<file path="src/rtl/id_ex_control.sv">
// ID/EX pipeline control register for a five-stage MIPS-style core.
// Decodes the ID-stage opcode into EX/MEM/WB controls, registers them together
// with the register specifiers and funct field, and optionally detects
// load-use hazards.
// Build option: define LOAD_USE_STALL_EN to include load-use hazard detection;
// without it hazard_stall is tied low and software fills load delay slots.
module id_ex_control (
    input  logic        clk,
    input  logic        rst,
    input  logic [31:0] instr,
    input  logic        id_valid,
    input  logic        ex_hold,
    input  logic        flush,
    output logic [1:0]  alu_op,
    output logic [5:0]  funct_ex,
    output logic        reg_dst,
    output logic        alu_src,
    output logic        mem_read,
    output logic        mem_write,
    output logic        mem_to_reg,
    output logic        reg_write,
    output logic        branch,
    output logic [4:0]  rs_ex,
    output logic [4:0]  rt_ex,
    output logic [4:0]  rd_ex,
    output logic        ex_valid,
    output logic        illegal_ex,
    output logic        hazard_stall
);

    localparam logic [5:0] OP_RTYPE = 6'b000000;
    localparam logic [5:0] OP_LW    = 6'b100011;
    localparam logic [5:0] OP_SW    = 6'b101011;
    localparam logic [5:0] OP_BEQ   = 6'b000100;
    localparam logic [5:0] OP_ADDI  = 6'b001000;
    localparam logic [5:0] OP_SLTI  = 6'b001010;

    // An all-zero value of this struct is the bubble.
    typedef struct packed {
        logic       valid;
        logic       illegal;
        logic [1:0] alu_op;
        logic       reg_dst;
        logic       alu_src;
        logic       mem_read;
        logic       mem_write;
        logic       mem_to_reg;
        logic       reg_write;
        logic       branch;
        logic [5:0] funct;
        logic [4:0] rs;
        logic [4:0] rt;
        logic [4:0] rd;
    } ex_t;

    logic [5:0] opcode;
    ex_t        dec;
    ex_t        ex_d;
    ex_t        ex_q;

    // shamt is not needed by the EX control path
    logic unused_shamt;
    assign unused_shamt = ^instr[10:6];

    assign opcode = instr[31:26];

    // Opcode decode into a fully populated ID/EX entry
    always_comb begin
        dec       = '0;
        dec.valid = 1'b1;
        dec.funct = instr[5:0];
        dec.rs    = instr[25:21];
        dec.rt    = instr[20:16];
        dec.rd    = instr[15:11];
        case (opcode)
            OP_RTYPE: begin
                dec.alu_op    = 2'b10;
                dec.reg_dst   = 1'b1;
                dec.reg_write = 1'b1;
            end
            OP_LW: begin
                dec.alu_op     = 2'b00;
                dec.alu_src    = 1'b1;
                dec.mem_read   = 1'b1;
                dec.mem_to_reg = 1'b1;
                dec.reg_write  = 1'b1;
            end
            OP_SW: begin
                dec.alu_src   = 1'b1;
                dec.mem_write = 1'b1;
            end
            OP_BEQ: begin
                dec.alu_op = 2'b01;
                dec.branch = 1'b1;
            end
            OP_ADDI: begin
                dec.alu_src   = 1'b1;
                dec.reg_write = 1'b1;
            end
            OP_SLTI: begin
                dec.alu_op    = 2'b11;
                dec.alu_src   = 1'b1;
                dec.reg_write = 1'b1;
            end
            default: dec.illegal = 1'b1;
        endcase
    end

`ifdef LOAD_USE_STALL_EN
    logic uses_rt;

    // Load in EX whose destination feeds the ID instruction; a flushed ID
    // instruction never stalls
    always_comb begin
        uses_rt      = (opcode == OP_RTYPE) || (opcode == OP_SW) || (opcode == OP_BEQ);
        hazard_stall = !flush && id_valid && ex_q.valid && ex_q.mem_read &&
                       (ex_q.rt != 5'd0) &&
                       ((ex_q.rt == instr[25:21]) || (uses_rt && (ex_q.rt == instr[20:16])));
    end
`else
    assign hazard_stall = 1'b0;
`endif

    // ID/EX next value by priority: flush, hold, stall bubble, new instruction
    always_comb begin
        ex_d = ex_q;
        if (flush) begin
            ex_d = '0;
        end else if (ex_hold) begin
            ex_d = ex_q;
        end else if (hazard_stall) begin
            ex_d = '0;
        end else if (id_valid) begin
            ex_d = dec;
        end else begin
            ex_d = '0;
        end
    end

    // ID/EX register with synchronous reset to a bubble
    always_ff @(posedge clk) begin
        if (rst) begin
            ex_q <= '0;
        end else begin
            ex_q <= ex_d;
        end
    end

    assign alu_op     = ex_q.alu_op;
    assign funct_ex   = ex_q.funct;
    assign reg_dst    = ex_q.reg_dst;
    assign alu_src    = ex_q.alu_src;
    assign mem_read   = ex_q.mem_read;
    assign mem_write  = ex_q.mem_write;
    assign mem_to_reg = ex_q.mem_to_reg;
    assign reg_write  = ex_q.reg_write;
    assign branch     = ex_q.branch;
    assign rs_ex      = ex_q.rs;
    assign rt_ex      = ex_q.rt;
    assign rd_ex      = ex_q.rd;
    assign ex_valid   = ex_q.valid;
    assign illegal_ex = ex_q.illegal;

endmodule

</file>
<file path="config.mk">
export PLATFORM = sky130hd
export DESIGN_NAME = id_ex_control
export DESIGN_NICKNAME = d
export VERILOG_FILES = /design/src/rtl/id_ex_control.sv
export SDC_FILE = /design/constraint.sdc
export NUM_CORES = 1
export LEC_CHECK = 0
export ABC_CLOCK_PERIOD_IN_PS = 800
export BUFFER_PORTS_ARGS = -buffer_cell sky130_fd_sc_hd__buf_2
export CAP_MARGIN = 10
export CORE_AREA = 2 2 59 61
export CTS_CLUSTER_SIZE = 8
export DETAILED_ROUTE_END_ITERATION = 10
export DIE_AREA = 0 0 61 63
export PLACE_DENSITY = 0.78
export SLEW_MARGIN = 20
export SYNTH_ARGS = -nofsm -noshare
export SYNTH_HDL_FRONTEND = slang
export SYNTH_SLANG_ARGS = --single-unit
export TNS_END_PERCENT = 100
</file>
<file path="constraint.sdc">
create_clock -name clk -period 0.8 [get_ports clk]
set_input_delay 0 -clock clk [delete_from_list [all_inputs] [get_ports clk]]
set_output_delay 0 -clock clk [all_outputs]
set_load 0.005 [all_outputs]
</file>
==> impl_metrics.ini, run 1 <==
[worst_setup_path]
critPathBufInv = 1
ff2ff_path_depth = 2
timing.rr.start = alu_src$_SDFFE_PP0N_
startpoint_type = register
cp_top_family = flip-flops
cp_slowest_cell = dfxtp_2
reg2reg_slack_ns = 0.02
critPathMaxFanout = 2
reg2reg_to = alu_src$_SDFFE_PP0N_
path_class = reg2out
slowest_delay_ns = 0.36
arrival_ns = 0.79
worstPathCellList = buf_6
critPathCaptureType = primary output
critical_path_required_ns = 0.80

[finish]
design_area_sq_um = 2020
largest_register_ffs = 6
nFillCells = 275
area_growth_pct = 73.9
fin_cells = 269
num_antenna_cells = 0
final_nets = 260
layout-drive-gt1-share = 0.556
fin_util = 0.624

[routing]
first_iter_violations = 50
wire_per_inst_microns = 13.7
ant_nets = 0
route.detailed.drc = 0
dr.pass1.iters = 4
vias = 1280
via_per_inst = 4.76
routed_wl_mm = 3.69

[hold_path]
whs_endpoint = illegal_ex$_SDFFE_PP0N_
holdPathStages = 4
worst_hold_path_type = in2reg
min_from = rst

[timing]
finClkSkew_ns = 0
grt_setup_unrepaired = true
setup_ws_ns = 0.0100
setup_violations = 0
min_period_over_period = 0.987
setup_tns_ns = 0
hold_viol_final = 1
whs_ns = -0.0504
min_period_ns = 0.790
fmax_mhz = 1270
drv_slew = 0

[logic_synthesis]
synth.top_cell.area_share = 0.535
synth_cell_types = 26
syn_avg_cell_area_sq_um = 9.35
yosysTopAreaCell = dfxtp_1
synth_edf_count = 0
synth-main-ff-cell = dfxtp_1
ys_seq_area_frac = 0.535
syn_inst = 124
async_flop_share = 0
synthTopCellsByArea = dfxtp_1 (54%), a22oi_1 (14%), nor2_1 (8.7%), clkbuf_1 (2.6%), nand3_1 (2.2%)
synth_nets = 161
synth_warnings = 0
synth_seq_cells = 31
syn_area_sq_um = 1160

[floorplan]
core_area_sq_um = 3230
die_area_sq_um = 3840
rows = 21
die_y_microns = 63
initial_core_util = 0.359
die_w_microns = 61
ioPinCount = 70

[pwr]
power_density_nw_per_um2 = 1580
total_power_mw = 3.19
leakagePower_nw = 0.930
ir_drop_mv = 1.14

[placed_design]
dpl.hpwl_mm = 2.12
gp_congestion = 0.989
io_buffers = 63
placed_cell_area_sq_um = 1640
dp_slack_ns = -0.120
dp_cells = 240

[clocking]
cts_tree = yes
root_buffer = clkbuf_4
clk_pin_slew_ns = 0.10
cts_setup_buffers = 0
ctsHoldBuffers = 22
cts-htree-levels = 2
cts_num_sinks = 31
cts_made_buffers = 5
worstSkewPairLatency_ns = 0.32
cts_buffer_depth = 2

[global_routing]
gr-total-overflow = 0
grt_pass1_vias = 1244
grt_pass1_wl_mm = 5.64
antenna_found_initial = 0
grt_max_degree = 26
grt_use_total = 0.199

[outcome]
violations = negative hold slack
status = finished, violations left

[flow_run]
max_cap_viol_count = 0
-- final cells by class --
cell class | count | area (sq um) | share of cell area
multi-input cells | 81 | 485 | 0.241
flip-flops and latches | 31 | 659 | 0.327
well taps | 46 | 57.6 | 0.0285
repair buffers | 103 | 739 | 0.367
clock inverters | 1 | 30.0 | 0.0149
inverters | 1 | 3.75 | 0.00186
clock buffers | 6 | 41.3 | 0.0205
-- worst max path at each step --
stage                             start                       to  slack, ns  depth (start not counted)
3_3_place_gp                    ex_hold   mem_write$_SDFFE_PP0N_       -0.1                          5
4_1_cts            reg_dst$_SDFFE_PP0N_                  reg_dst     0.0002                          1
5_1_grt        funct_ex[4]$_SDFFE_PP0N_              funct_ex[4]      -0.02                          1
3_5_place_dp                    ex_hold  mem_to_reg$_SDFFE_PP0N_      -0.12                          5
6_report          rs_ex[4]$_SDFFE_PP0N_                 rs_ex[4]       0.01                          1
2_1_floorplan                  id_valid  mem_to_reg$_SDFFE_PP0N_      -0.08                          5
-- per-layer routing --
metal / GRT usage / vias up / routed length [microns]
met3: 0.0663 / 11 / 241
met5: 0 / - / 0
met4: 0.114 / 0 / 83
met2: 0.343 / 51 / 2080
li1: - / 636 / -
met1: 0.200 / 582 / 1280
-- cells in the mapped netlist, types with 2 or more instances --
cell      instances
a21oi_1           3
a22oi_1          21
a32oi_1           2
buf_4             3
clkbuf_1          8
dfxtp_1          31
nand2_1           5
nand3_1           5
nand4_1           2
nor2_1           27
o31ai_2           2
-- placed cells by master (no fill, tap or decap), drive strengths merged --
cell type    synthesis  layout
a21oi                3       3
a31oi                1       1
nor2b                1       1
dfxtp               31      31
a32oi                2       2
and4                 1       1
a21boi               1       1
dlygate4sd3          0      22
clkbuf               8       6
nand4                2       2
nor3b                1       1
conb                 1       1
and3b                1       1
a31o                 1       1
o31ai                3       3
bufinv               0       1
inv                  1       1
o21ai                1       1
nand2                5       5
xnor2                1       1
nor2                27      27
a22oi               21      21
nand3                5       5
and3                 1       1
buf                  3      81
or2                  1       1
a211oi               1       1
-- kinds of logic (layout without fill, tap and decap cells) --
logic type	Yosys count	after routing	share of synthesized area
simple gates	45	45	0.183
other cells	1	1	0.00323
compound gates	34	34	0.222
buf+inv	12	111	0.0485
xor+xnor	1	1	0.00755
flops	31	31	0.535
-- report_power, final --
| group | switching [mW] | internal (mW) |
|---|---|---|
| registers | 0.0149 | 1.57 |
| logic | 0.194 | 0.261 |
| clock network | 0.511 | 0.644 |
-- timing repair --
item | CTS | global route
gates resized for setup | 7 | 31
endpoints found under the hold margin | 23 | 1
setup endpoints to repair | 8 | 33
(Power assumes the default switching activity.)
==> inputs of run 2 (changes only) <==
--- a/config.mk
+++ b/config.mk
@@ -13,6 +13,7 @@
 export DETAILED_ROUTE_END_ITERATION = 10
 export DIE_AREA = 0 0 61 63
 export PLACE_DENSITY = 0.78
+export SETUP_SLACK_MARGIN = 0.15
 export SLEW_MARGIN = 20
 export SYNTH_ARGS = -nofsm -noshare
 export SYNTH_HDL_FRONTEND = slang
==> run 2 against run 1 <==
  * The flow now finishes without violations
  * Sequential power is essentially flat
  * Critical path depth unchanged
  * Non-clock buffer count fell by 1
  * First-iteration DRC count decreased by 36%
  * Clock skew unchanged
  * Final area up 7.9%
==> impl_metrics.ini, run 2 (synthesis results as in run 1) <==
[timing]
finClkSkew_ns = 0
setup_tns_ns = 0
grt_setup_unrepaired = true
whs_ns = 0.0163
fmax_mhz = 1260
hold_viol_final = 0
min_period_over_period = 0.990
drv_slew = 0
setup_violations = 0
setup_ws_ns = 0.00779
min_period_ns = 0.792

[clocking]
clk_pin_slew_ns = 0.09
cts-htree-levels = 2
cts_made_buffers = 5
cts_num_sinks = 31
cts_tree = yes
cts_buffer_depth = 2
worstSkewPairLatency_ns = 0.32
root_buffer = clkbuf_4

[floorplan]
die_area_sq_um = 3840
initial_core_util = 0.359
die_y_microns = 63
core_area_sq_um = 3230
rows = 21
die_w_microns = 61
ioPinCount = 70

[finish]
largest_register_ffs = 6
area_growth_pct = 87.6
final_nets = 259
layout-drive-gt1-share = 0.664
layout_common_cells = buf_2 (47), dfxtp_2 (31), nor2_1 (26)
nFillCells = 262
num_antenna_cells = 0
final_common_cell = buf_2

[global_routing]
grt_max_degree = 26
antenna_found_initial = 0
grt_pass1_wl_mm = 5.47
grt_use_total = 0.195
gr-total-overflow = 0
grt_pass1_vias = 1204

[pwr]
ir_drop_mv = 1.02
switching_share = 0.255
p_seq_frac = 0.541
power_density_nw_per_um2 = 1350
p_clk_frac = 0.290
leakagePower_nw = 0.951
p_int_mw = 2.19
p_sw_uw = 748
combPwrFrac = 0.169

[worst_setup_path]
critical_path_required_ns = 0.80
worstPathCellList = buf_6
arrival_ns = 0.79
cp_top_family = flip-flops
startpoint_type = register
critPathMaxFanout = 2
path_class = reg2out
cp_slowest_cell = dfxtp_2
slowest_delay_ns = 0.36
critPathBufInv = 1
critPathCaptureType = primary output

[routing]
ant_nets = 0
route.detailed.drc = 0
routed_wl_mm = 3.61
dr.pass1.iters = 4
via_per_inst = 4.80
wire_per_inst_microns = 13.4
vias = 1290
first_iter_violations = 32

[placed_design]
dpl.hpwl_mm = 2.15
gp_congestion = 0.788
io_buffers = 63
dp_slack_ns = -0.202

[hold_path]
worst_hold_path_type = in2reg

[flow_run]
max_cap_viol_count = 0

[outcome]
status = completed
==> run 2: timing repair <==
item,4_1_cts,5_1_grt
gates resized for setup,39,36
hold endpoints to repair,21,0
endpoints found under the setup margin,43,61
hold buffers,21,0
pin swaps,7,19
buffers inserted,2,2
==> run 2: worst paths after layout <==
path                                       startpoint                       to  slack (ns)  depth (start not counted)
worst max-delay path            rs_ex[0]$_SDFFE_PP0N_                 rs_ex[0]       0.008                          1
worst min-delay path                        instr[29]  mem_to_reg$_SDFFE_PP0N_        0.02                          3
worst max register to register  rs_ex[1]$_SDFFE_PP0N_    rs_ex[1]$_SDFFE_PP0N_        0.03                          3
worst min register to register    branch$_SDFFE_PP0N_      branch$_SDFFE_PP0N_        0.48                          2
==> run 2: area by class of cell <==
cell class                      count  area [sq um]  share of cell area
Clock inverter                      1          5.00             0.00230
Inverter                            1          3.75             0.00173
Sequential cell                    31           659               0.303
Multi-Input combinational cell     81           621               0.285
Timing Repair Buffer              102           785               0.361
Tap cell                           46          57.6              0.0265
Clock buffer                        7          45.0              0.0207
==> run 2: power by group through the flow <==
stage | Sequential, mW | Combinational, mW | Clock [mW]
CTS | 1.58 | 0.429 | 0.875
global placement | 1.62 | 0.331 | 0
detailed placement | 1.61 | 0.335 | 0
floorplan | 1.62 | 0.150 | 0
finish | 1.59 | 0.496 | 0.852
global route | 1.59 | 0.541 | 0.946
==> run 2: metal layers <==
layer	global-route usage	share of wire	vias up
li1	-	-	637
met1	0.212	0.39	603
met2	0.316	0.52	45
met3	0.0745	0.078	5
met4	0.103	0.018	0
met5	0	0	-
==> run 2: through the flow <==
stage,power (mW),instances,util,instance area (sq um)
finish,2.94,269,0.673,2180
global placement,1.95,236,0.497,1610
global route,3.08,269,0.673,2180
detailed placement,1.95,236,0.497,1610
CTS,2.89,267,0.611,1970
floorplan,1.77,124,-,1190
==> inputs of run 3 (changes only) <==
--- a/config.mk
+++ b/config.mk
@@ -9,10 +9,11 @@
 export BUFFER_PORTS_ARGS = -buffer_cell sky130_fd_sc_hd__buf_2
 export CAP_MARGIN = 10
 export CORE_AREA = 2 2 59 61
-export CTS_CLUSTER_SIZE = 8
+export CTS_CLUSTER_SIZE = 16
 export DETAILED_ROUTE_END_ITERATION = 10
 export DIE_AREA = 0 0 61 63
 export PLACE_DENSITY = 0.78
+export REMOVE_ABC_BUFFERS = 1
 export SETUP_SLACK_MARGIN = 0.15
 export SLEW_MARGIN = 20
 export SYNTH_ARGS = -nofsm -noshare
==> run 3 against run 2 <==
  * The flow now finishes with violations (negative setup slack)
  * Clock power is 53% higher
  * Register-to-register slack barely moved
  * Worst hold slack got worse by 0.0024 ns
  * Cell count is 0.37% higher
  * Fmax fell by 1.6%
  * Via count down 0.16%
  * Power up 15%
  * Largest power group unchanged
==> impl_metrics.ini, run 3 (synthesis results as in run 1) <==
[global_routing]
grt_pass1_vias = 1220
grt_use_total = 0.189
grt_max_degree = 30
use_met3 = 0.0704
busiest_layer = met2
gr-total-overflow = 0
grt_util_met2 = 0.340
grt_pass1_wl_mm = 5.36
antenna_found_initial = 0
met1_usage = 0.190

[timing]
setup_tns_ns = -0.00469
finClkSkew_ns = 0
min_period_over_period = 1.01
min_period_ns = 0.805
whs_ns = 0.0139
hold_viol_final = 0
drv_slew = 0
setup_violations = 1
fmax_mhz = 1240
setup_ws_ns = -0.00469
grt_setup_unrepaired = true

[flow_run]
max_cap_viol_count = 0

[finish]
layout-drive-gt1-share = 0.652
fin_util = 0.668
final_common_cell = buf_2
num_antenna_cells = 0
final_nets = 260
design_area_sq_um = 2160
layout_common_cells = buf_2 (55), dfxtp_2 (31), nor2_1 (27)
area_growth_pct = 86.2
largest_register_ffs = 6
fin_cells = 270

[routing]
routed_wl_mm = 3.73
vias = 1288
ant_nets = 0
via_per_inst = 4.77
dr.pass1.iters = 4
wire_per_inst_microns = 13.8
first_iter_violations = 51
route.detailed.drc = 0

[floorplan]
die_w_microns = 61
die_area_sq_um = 3840
rows = 21
ioPinCount = 70
core_area_sq_um = 3230
initial_core_util = 0.359
die_y_microns = 63

[worst_setup_path]
critPathBufInv = 1
cp_slowest_cell = dfxtp_2
critPathCaptureType = primary output
critPathMaxFanout = 2
arrival_ns = 0.80
worstPathCellList = buf_2
slowest_delay_ns = 0.36
critical_path_required_ns = 0.80
startpoint_type = register
cp_top_family = flip-flops
path_class = reg2out

[pwr]
leakagePower_nw = 0.959
total_power_mw = 3.39
ir_drop_mv = 1.21
power_density_nw_per_um2 = 1570

[outcome]
status = finished, violations left
violations = negative setup slack

[clocking]
cts-htree-levels = 2
cts_made_buffers = 5
cts_buffer_depth = 2
clk_pin_slew_ns = 0.10
cts_tree = yes
cts_num_sinks = 31
worstSkewPairLatency_ns = 0.34
root_buffer = clkbuf_4

[placed_design]
dp_cells = 238
io_buffers = 63
placed_cell_area_sq_um = 1630
dpl.hpwl_mm = 2.04
gp_congestion = 0.752
dp_slack_ns = -0.159

[hold_path]
worst_hold_path_type = in2reg
==> run 3: metal layers <==
metal	up-vias	share of wire
met5	-	0
met4	0	0.018
met3	7	0.057
met2	44	0.55
met1	599	0.37
li1	638	-
==> run 3: repair_timing <==
item	CTS	global route
resized for setup	36	27
hold buffers	21	1
pin swaps	10	20
buffers inserted	1	1
setup endpoints to repair	40	57
endpoints found under the hold margin	23	2
==> run 3: worst paths after layout <==
check                                           start                endpoint  slack (ns)  depth (start not counted)
worst max-delay path            rd_ex[3]$_SDFFE_PP0N_                rd_ex[3]      -0.005                          1
worst min-delay path                        instr[27]  mem_write$_SDFFE_PP0N_        0.01                          3
worst max register to register   alu_src$_SDFFE_PP0N_    alu_src$_SDFFE_PP0N_        0.03                          2
worst min register to register    branch$_SDFFE_PP0N_     branch$_SDFFE_PP0N_        0.48                          2
==> run 3: report_power, final <==
group          switching [mW]  total (mW)  internal [mW]
Combinational           0.219       0.499          0.280
Sequential             0.0161        1.59           1.57
Clock                   0.563        1.30          0.738
==> run 3: area by class of cell <==
type | count | area [sq um]
tap | 46 | 57.6
timing repair buffer | 103 | 753
fill | 277 | 1070
inverter | 1 | 3.75
sequential | 31 | 659
clock inverter | 2 | 35.0
clock buffer | 6 | 51.3
multi-input combinational | 81 | 599
